**config.mk**
```make
export PLATFORM = sky130hd
export DESIGN_NAME = clk_rate_detect
export DESIGN_NICKNAME = d
export VERILOG_FILES = /design/src/rtl/clk_rate_detect.sv
export SDC_FILE = /design/constraint.sdc
export NUM_CORES = 1
export LEC_CHECK = 0
export ABC_AREA = 1
export CORE_UTILIZATION = 35
export DETAILED_ROUTE_END_ITERATION = 10
export REMOVE_ABC_BUFFERS = 1
export SLEW_MARGIN = 20
export SYNTH_ARGS = -nofsm -noshare
export SYNTH_HDL_FRONTEND = slang
export SYNTH_SLANG_ARGS = --single-unit
export TNS_END_PERCENT = 10
```
**constraint.sdc**
```tcl
create_clock -name clk -period 9.05 [get_ports clk]
set_input_delay 1.81 -clock clk [delete_from_list [all_inputs] [get_ports clk]]
set_output_delay 1.81 -clock clk [all_outputs]
set_load 0.02 [all_outputs]
```
**src/rtl/clk_rate_detect.sv**
```systemverilog
// Game-clock rate detector: measures clk_game half-period in the clk domain
// and decodes it back to the 1x/2x/4x/8x rate code, flagging loss of lock.
module clk_rate_detect #(
  parameter int unsigned BASE  = 12500,
  parameter int unsigned TOL   = 2,
  parameter int unsigned CNT_W = 32
) (
  input  logic             clk,
  input  logic             rst_n,
  input  logic             clk_game,
  output logic [1:0]       rate_code,
  output logic             rate_valid,
  output logic             rate_upd,
  output logic             rate_err,
  output logic [CNT_W-1:0] half_period
);

  localparam int unsigned W = CNT_W + 2;

  localparam logic [W-1:0] TOL_W = W'(TOL);
  localparam logic [W-1:0] TGT1  = W'(BASE + 1);
  localparam logic [W-1:0] TGT2  = W'(2 * BASE + 1);
  localparam logic [W-1:0] TGT4  = W'(4 * BASE + 1);
  localparam logic [W-1:0] TGT8  = W'(8 * BASE + 1);
  localparam logic [W-1:0] TMO   = W'(8 * BASE + TOL + 2);

  typedef enum logic [1:0] {
    IDLE,
    MEASURE,
    LOCKED
  } state_t;

  state_t           state_q, state_d;
  logic             sync1_q, sync2_q, prev_q;
  logic [CNT_W-1:0] cnt_q, cnt_d;
  logic [1:0]       cand_q, cand_d;
  logic             cand_ok_q, cand_ok_d;
  logic [1:0]       code_q, code_d;
  logic             valid_q, valid_d;
  logic             upd_q, upd_d;
  logic             err_q, err_d;
  logic [CNT_W-1:0] hp_q, hp_d;

  logic             toggle;
  logic [W-1:0]     meas;
  logic             tmo;
  logic [1:0]       cls;
  logic             cls_ok;

  function automatic logic near(input logic [W-1:0] m,
                                input logic [W-1:0] t);
    logic [W-1:0] d;
    d = (m >= t) ? (m - t) : (t - m);
    return d <= TOL_W;
  endfunction

  assign toggle = sync2_q ^ prev_q;
  assign meas   = {2'b00, cnt_q} + W'(1);
  assign tmo    = meas >= TMO;

  // First match wins so overlapping windows still decode deterministically
  always_comb begin
    cls    = 2'd0;
    cls_ok = 1'b1;
    if (near(meas, TGT1))      cls = 2'd0;
    else if (near(meas, TGT2)) cls = 2'd1;
    else if (near(meas, TGT4)) cls = 2'd2;
    else if (near(meas, TGT8)) cls = 2'd3;
    else                       cls_ok = 1'b0;
  end

  always_comb begin
    state_d   = state_q;
    cnt_d     = toggle ? '0 :
                (&cnt_q) ? cnt_q : cnt_q + 1'b1;
    cand_d    = cand_q;
    cand_ok_d = cand_ok_q;
    code_d    = code_q;
    valid_d   = valid_q;
    upd_d     = 1'b0;
    err_d     = 1'b0;
    hp_d      = hp_q;
    case (state_q)
      IDLE: begin
        if (toggle) begin
          state_d   = MEASURE;
          cand_ok_d = 1'b0;
        end
      end
      MEASURE: begin
        if (toggle) begin
          hp_d = meas[CNT_W-1:0];
          if (cls_ok && cand_ok_q && cls == cand_q) begin
            state_d = LOCKED;
            code_d  = cls;
            valid_d = 1'b1;
            upd_d   = 1'b1;
          end else begin
            cand_d    = cls;
            cand_ok_d = cls_ok;
          end
        end else if (tmo) begin
          state_d   = IDLE;
          cand_ok_d = 1'b0;
          valid_d   = 1'b0;
        end
      end
      LOCKED: begin
        if (toggle) begin
          hp_d = meas[CNT_W-1:0];
          if (!(cls_ok && cls == code_q)) begin
            state_d   = MEASURE;
            err_d     = 1'b1;
            valid_d   = 1'b0;
            cand_d    = cls;
            cand_ok_d = cls_ok;
          end
        end else if (tmo) begin
          state_d   = IDLE;
          err_d     = 1'b1;
          valid_d   = 1'b0;
          cand_ok_d = 1'b0;
        end
      end
      default: state_d = IDLE;
    endcase
  end

  always_ff @(posedge clk or negedge rst_n) begin
    if (!rst_n) begin
      state_q   <= IDLE;
      sync1_q   <= 1'b0;
      sync2_q   <= 1'b0;
      prev_q    <= 1'b0;
      cnt_q     <= '0;
      cand_q    <= 2'd0;
      cand_ok_q <= 1'b0;
      code_q    <= 2'd0;
      valid_q   <= 1'b0;
      upd_q     <= 1'b0;
      err_q     <= 1'b0;
      hp_q      <= '0;
    end else begin
      state_q   <= state_d;
      sync1_q   <= clk_game;
      sync2_q   <= sync1_q;
      prev_q    <= sync2_q;
      cnt_q     <= cnt_d;
      cand_q    <= cand_d;
      cand_ok_q <= cand_ok_d;
      code_q    <= code_d;
      valid_q   <= valid_d;
      upd_q     <= upd_d;
      err_q     <= err_d;
      hp_q      <= hp_d;
    end
  end

  assign rate_code   = code_q;
  assign rate_valid  = valid_q;
  assign rate_upd    = upd_q;
  assign rate_err    = err_q;
  assign half_period = hp_q;

endmodule

```
After elaboration in Yosys (flattened, before gate mapping)
Cells that the tools add are included.
Storage, ports and cells
  register bits: 77
  bits in latches: 0
  memory bits (writable): 0
  bits in read-only memories: 0
  input port bits: 3
  output and inout bits: 37
  word-level logic and storage cells: 105
  memories kept: 0
Cells by class
  add/subtract/negate cells: 10
  multiply operators: 0
  div/mod/pow operators: 0
  order comparisons: 9
  eq/ne operators: 13
  shifts and indexed selects: 0
  muxes and demuxes: 46
  bitwise operators: 1
  reductions and logical operators: 14
Operators with widths (number)
  34-bit by 2-bit less-or-equal comparator with 1-bit output, second input constant: 4
  34-bit two-way mux: 4
  33-bit by 17-bit >= comparator with 1-bit output, second input constant: 2
  32-bit two-way mux: 2
  14-bit by 33-bit subtractor with 34-bit output, first input constant: 1
  15-bit by 33-bit subtractor with 34-bit output, first input constant: 1
  16-bit by 33-bit subtractor with 34-bit output, first input constant: 1
  17-bit by 33-bit subtractor with 34-bit output, first input constant: 1
  33-bit by 14-bit subtractor with 34-bit output, second input constant: 1
  33-bit by 15-bit subtractor with 34-bit output, second input constant: 1
  33-bit by 16-bit subtractor with 34-bit output, second input constant: 1
  33-bit by 17-bit subtractor with 34-bit output, second input constant: 1
  32-bit by 1-bit adder with 33-bit output, second input constant: 1
  33-bit by 14-bit >= comparator with 1-bit output, second input constant: 1
  33-bit by 15-bit >= comparator with 1-bit output, second input constant: 1
  33-bit by 16-bit >= comparator with 1-bit output, second input constant: 1
  32-bit by 1-bit adder with 32-bit output, second input constant: 1
  32-bit AND reduction: 1
  2-bit two-way mux: 14
  1-bit two-way mux: 22
  2-bit inequality test, second input constant: 6
  3-bit inequality test, second input constant: 3
  3-bit AND reduction: 3
  2-bit one-hot mux with 3 select lines: 1
  other kinds (15): 18

Longest topological paths before layout
  depth in word-level cells: 13
  gate-level depth with buffers: 36
  gate-level depth less buffers: 35

Worst setup path after synthesis
No wires, ideal clock.
  kind: register to register
  start: reg cnt_q[1]
  end: reg valid_q, in the netlist rate_valid
  setup time: 0.117 ns
  data arrival time: 3.728 ns
  slack: 5.205 ns
  cell stages (with the launch flop): 32
  path buffers: 0
  period minus slack after synthesis: 3.845 ns
  path through: dfrtp_1 -> ha_1 -> nand2_1 -> inv_1 -> nor2_1 -> inv_1 -> ha_1 -> nand2_1 -> inv_1 -> nand2_1 -> nand2_1 -> nand3b_1 -> o21ai_0 -> nand2_1 -> nand3_1 -> nand2_1 -> nand2_1 -> nand2_1 -> nand2_1 -> inv_2 -> nor2_1 -> nand3_1 -> nor2_1 -> nand2_1 -> nand2_2 -> nand2_1 -> nand2_1 -> nand3_2 -> nor2_4 -> nand3_4 -> nand4_1 -> nand2_1
Between the ends
  cells in the longest elaborated chain, start to end: 12
  elaborated cells between the ends (all ways): 42
  those cells by class: 9 x add/sub; 9 x order compare; 4 x eq/ne; 16 x mux; 4 x reduce/logical
Ends and longest elaborated chain
  start: declaration: line 35  | logic [CNT_W-1:0] cnt_q, cnt_d;
  start signal: assignment: line 148  | cnt_q <= cnt_d;
  32-bit by 1-bit adder with 33-bit output (*): line 58  | assign meas = {2'b00, cnt_q} + W'(1);
  via meas[2]: line 45  | logic [W-1:0] meas;
  17-bit by 33-bit subtractor with 34-bit output (tied with other cells): line 53  | d = (m >= t) ? (m - t) : (t - m);
  34-bit two-way mux: line 53
  34-bit by 2-bit less-or-equal comparator with 1-bit output: line 54  | return d <= TOL_W;
  2-bit two-way mux / 1-bit two-way mux (equally long branches): line 68  | else if (near(meas, TGT8)) cls = 2'd3;
  2-bit two-way mux / 1-bit two-way mux (equally long branches): line 67  | else if (near(meas, TGT4)) cls = 2'd2;
  2-bit two-way mux / 1-bit two-way mux (equally long branches): line 66  | else if (near(meas, TGT2)) cls = 2'd1;
  2-bit two-way mux / 1-bit two-way mux (equally long branches): line 65  | if (near(meas, TGT1)) cls = 2'd0;
  2-bit == test (tied with other cells): line 111  | if (!(cls_ok && cls == code_q)) begin
  1-bit logical AND, on equally long branches: line 111, 93
  3-bit inequality test (no source line)
  3-bit AND reduction (no source line)
  end signal: assignment: line 152  | valid_q <= valid_d;
  end: declaration: line 39  | logic valid_q, valid_d;
The timed path passes the listed nets; every way through them passes the cells marked *.
A chain may end at the register's enable or synchronous reset.

Worst setup path in the final report
  start: reg cnt_q[0]
  end: reg code_q[0], in the netlist rate_code[0]
Between the ends
  cells in the longest elaborated chain, start to end: 11
  elaborated cells between the ends (all ways): 33
  those cells by class: 9 x add/sub; 8 x order compare; 1 x eq/ne; 12 x mux; 3 x reduce/logical
Ends and longest elaborated chain
  32-bit by 1-bit adder with 33-bit output (*): line 58
  17-bit by 33-bit subtractor with 34-bit output (tied with other cells): line 53
  34-bit two-way mux: line 53
  34-bit by 2-bit less-or-equal comparator with 1-bit output: line 54
  2-bit two-way mux / 1-bit two-way mux (equally long branches): line 68
  2-bit two-way mux / 1-bit two-way mux (equally long branches): line 67
  2-bit two-way mux / 1-bit two-way mux (equally long branches): line 66
  2-bit two-way mux / 1-bit two-way mux (equally long branches): line 65
  2-bit == test / 1-bit logical AND (equally long branches): line 93  | if (cls_ok && cand_ok_q && cls == cand_q) begin
  1-bit logical AND: line 93
  3-bit AND reduction (no source line)
  end signal: assignment: line 151  | code_q <= code_d;
  end: declaration: line 38  | logic [1:0] code_q, code_d;
Every way passes the cells marked *; elsewhere a longest branch is shown, timed or not.

==> impl_metrics.yaml <==
sta:
  period_needed_ns: 6.79
  holdWs_ns: 0.359
  hold_violations: 0
  post-route-period-util_pct: 75.0
  finalSetupViolCount: 0
  maxSlewViolCount: 0
  fmax_ghz: 0.147
  tightestPinTransition_ns: 1.21
  rsz0062_at_grt: "false"
  worst_slew_margin_rel_pct: 18.8
  worst_slack_ns: 2.26
  fin_skew_ns: 0.0275
  tns_ns: 0
clock_tree:
  post_cts_buffers: 0
  clk_path_buf_depth: 2
  cts_buffers: 9
  cts_resized: 0
  cts_sinks: 77
  worstSkewPairLatency_ns: 0.41
  hold_buffers: 0
  cts.clk_slew.worst_paths_ns: 0.09
  cts_root_buffer: "clkbuf_16"
  htreeDepth: 3
  cts_tree: "yes"
floorplan:
  coreArea_sq_mm: 0.0401
  rows: 73
  die_w_microns: 205
  die_h_microns: 205
  dieArea_sq_mm: 0.0419
  ioPinCount: 40
  initial_core_util_pct: 35.9
global_route:
  grt.total_usage_pct: 40.1
  grt_pass1_vias: 17900
  grt_first_pass_wirelength_mm: 121
  antenna_found_initial: 3
  gr-total-overflow: 0
  grt_max_degree: 65
run_status:
  status: "finished clean"
synth:
  avgSynthCellArea_sq_um: 5.06
  syn_area_sq_mm: 0.0144
  ys_types: 41
  ys_seq_elements: 77
  seq_area_frac_synth_pct: 13.4
  ys_warn_count: 0
  synth_cells: 2843
cells_and_area:
  drive_gt1_share_pct: 5.74
  num_antenna_cells: 0
  final_nets: 2852
  multi_input_area_sq_mm: 0.0109
  ff_latch_area_sq_mm: 0.00193
  area_growth_syn_to_layout_pct: 7.59
  fillers: 4622
detailed_routing:
  wl_met2_mm: 33.4
  drt_first_pass_iters: 6
  routed_wl_mm: 83.5
  wl_met3_mm: 9.94
  wire_per_inst_microns: 24.8
  viasPerCell: 5.80
  ant_nets: 0
  num_vias: 19500
  wirelength_met1_mm: 33.7
  top_layer: "met5"
  drc_errors: 0
  initialDrtViolationCount: 2727
setup_path:
  critPathKind: "reg2reg"
  crit_arrival_ns: 7.06
  reg2reg_slack_ns: 2.26
  worstPathRequired_ns: 9.32
  end_kind: "register"
  cp_max_fo: 45
  cp-start-kind: "register"
place:
  routabilityCongestion: 1.09
  hpwl_mm: 63.4
  pre_cts_slack_ns: 2.62
  port_buffers: 39
min_path:
  min_path_type: "reg2reg"
power_and_ir_drop:
  p_leak_nw: 8.71
  power_density_mw_per_mm2: 73.5
  ir_drop_uv: 137
run:
  cap_violations: 0
-- worst paths after layout --
| kind | from | cells past startpoint | endpoint |
|---|---|---|---|
| min in group asynchronous | rst_n | 1 | cnt_q[8]$_DFFE_PN0P_ |
| max in group asynchronous | rst_n | 2 | rate_code[1]$_DFFE_PN0P_ |
| min | sync1_q$_DFF_PN0_ | 0 | sync2_q$_DFF_PN0_ |
| max reg2reg | cnt_q[0]$_DFFE_PN0P_ | 26 | rate_code[0]$_DFFE_PN0P_ |
| min reg2reg | sync1_q$_DFF_PN0_ | 0 | sync2_q$_DFF_PN0_ |
| max | cnt_q[0]$_DFFE_PN0P_ | 26 | rate_code[0]$_DFFE_PN0P_ |
-- metrics by stage --
stage          instances  cell area, sq um  power [mW]  utilization [%]
2_1_floorplan       2754             13900       0.580                -
3_3_place_gp        3349             15200       0.722             37.8
3_5_place_dp        3349             15200       0.722             37.8
4_1_cts             3365             15500        1.14             38.6
5_1_grt             3366             15500        1.18             38.6
6_report            3366             15500        1.14             38.6
-- cell usage in the layout (no fill, tap or decap), types with 5 or more instances in the layout --
cell type        count
nand3_2              7
inv_1              243
nand3_1            312
clkbuf_16            9
o21ai_1             18
nand4_1             53
clkinv_1            13
nor2_8               5
nor2_2              19
ha_1                13
nor3_1              14
buf_4               33
nand2_4              7
a21oi_1             60
o21ai_0            105
clkdlybuf4s50_1     38
xor2_1              89
nor2_4              12
nand2_2             30
nand2_1           1217
dfrtp_1             77
inv_2               24
nand3b_1            15
nor2_1             391
-- layout make-up --
class                           count  area share, %
Timing Repair Buffer               71           4.06
Sequential cell                    77           12.5
Multi-Input combinational cell   2396           70.5
Clock buffer                        9           1.46
Tap cell                          525           4.25
Clock inverter                      7          0.437
Inverter                          281           6.83
-- Yosys cell counts, drive strengths merged --
| cell | count | area, sq um |
|---|---|---|
| o311ai | 1 | 8.76 |
| inv | 266 | 998 |
| dfrtp | 77 | 1930 |
| clkbuf | 25 | 93.8 |
| nand4 | 54 | 344 |
| o2111ai | 1 | 8.76 |
| ha | 13 | 163 |
| a21o | 1 | 7.51 |
| nor3 | 15 | 75.1 |
| a21oi | 60 | 300 |
| or2 | 2 | 12.5 |
| o21a | 1 | 7.51 |
| nor2 | 427 | 1820 |
| clkinv | 15 | 57.6 |
| nand2 | 1254 | 4830 |
| a21boi | 2 | 15.0 |
| buf | 64 | 398 |
| nand3b | 15 | 113 |
| nor3b | 1 | 7.51 |
| xor2 | 89 | 780 |
| o21ai | 125 | 633 |
| o22ai | 4 | 25.0 |
| nand3 | 322 | 1680 |
| o211ai | 4 | 30.0 |
| and2 | 3 | 18.8 |
| o21bai | 2 | 15.0 |
-- worst max-delay path: stages (launching register included) --
cell,delay (ns)
dfrtp_1,0.62
ha_1,0.39
nand2_2,0.14
nor2_4,0.28
nand4_1,0.12
nand2_1,0.43
inv_1,0.48
nor2_1,0.48
nand2_1,0.23
a21oi_1,0.17
nand2_1,0.15
nor2_2,0.48
nand2_2,0.63
inv_2,0.53
nand2_1,0.09
nand2_1,0.11
nand3_1,0.10
nor2_1,0.17
nand2_1,0.07
nor2_1,0.13
nand4_1,0.13
nand3_1,0.11
nand2_1,0.06
nor2_1,0.13
nand4_2,0.19
nor2_1,0.15
a21oi_1,0.05
-- cell families after synthesis --
| family | count (synthesis) | share of synthesized area [%] |
|---|---|---|
| adders and majority gates | 13 | 1.13 |
| AOI/OAI and AO/OA | 201 | 7.31 |
| and+or+nand+nor | 2093 | 62.0 |
| DFF | 77 | 13.4 |
| xor gates and xnor gates | 89 | 5.42 |
| buffers and inverters | 370 | 10.8 |
-- sequential cells by signal, summed over array words and instances (netlist names) --
| register | cells |
|---|---|
| cand_q | 2 |
| half_period | 32 |
| state_q | 2 |
| sync1_q | 1 |
| sync2_q | 1 |
| rate_code | 2 |
| cnt_q | 32 |
| cand_ok_q | 1 |
| rate_err | 1 |
| prev_q | 1 |
| rate_upd | 1 |
| rate_valid | 1 |
-- per-layer routing --
metal  vias up  GRT usage (%)
met3       320           10.5
li1       8911              -
met1      8992           52.2
met2      1312           58.0
met4         4           25.6
met5         -              0
-- report_power, final --
group          leakage (nW)  switching, mW  internal, mW  total [mW]
sequential             1.06         0.0170         0.360       0.377
clock                 0.145          0.213         0.194       0.407
combinational          7.50          0.260        0.0934       0.353
Note: power is estimated with default switching activity, not from simulation.
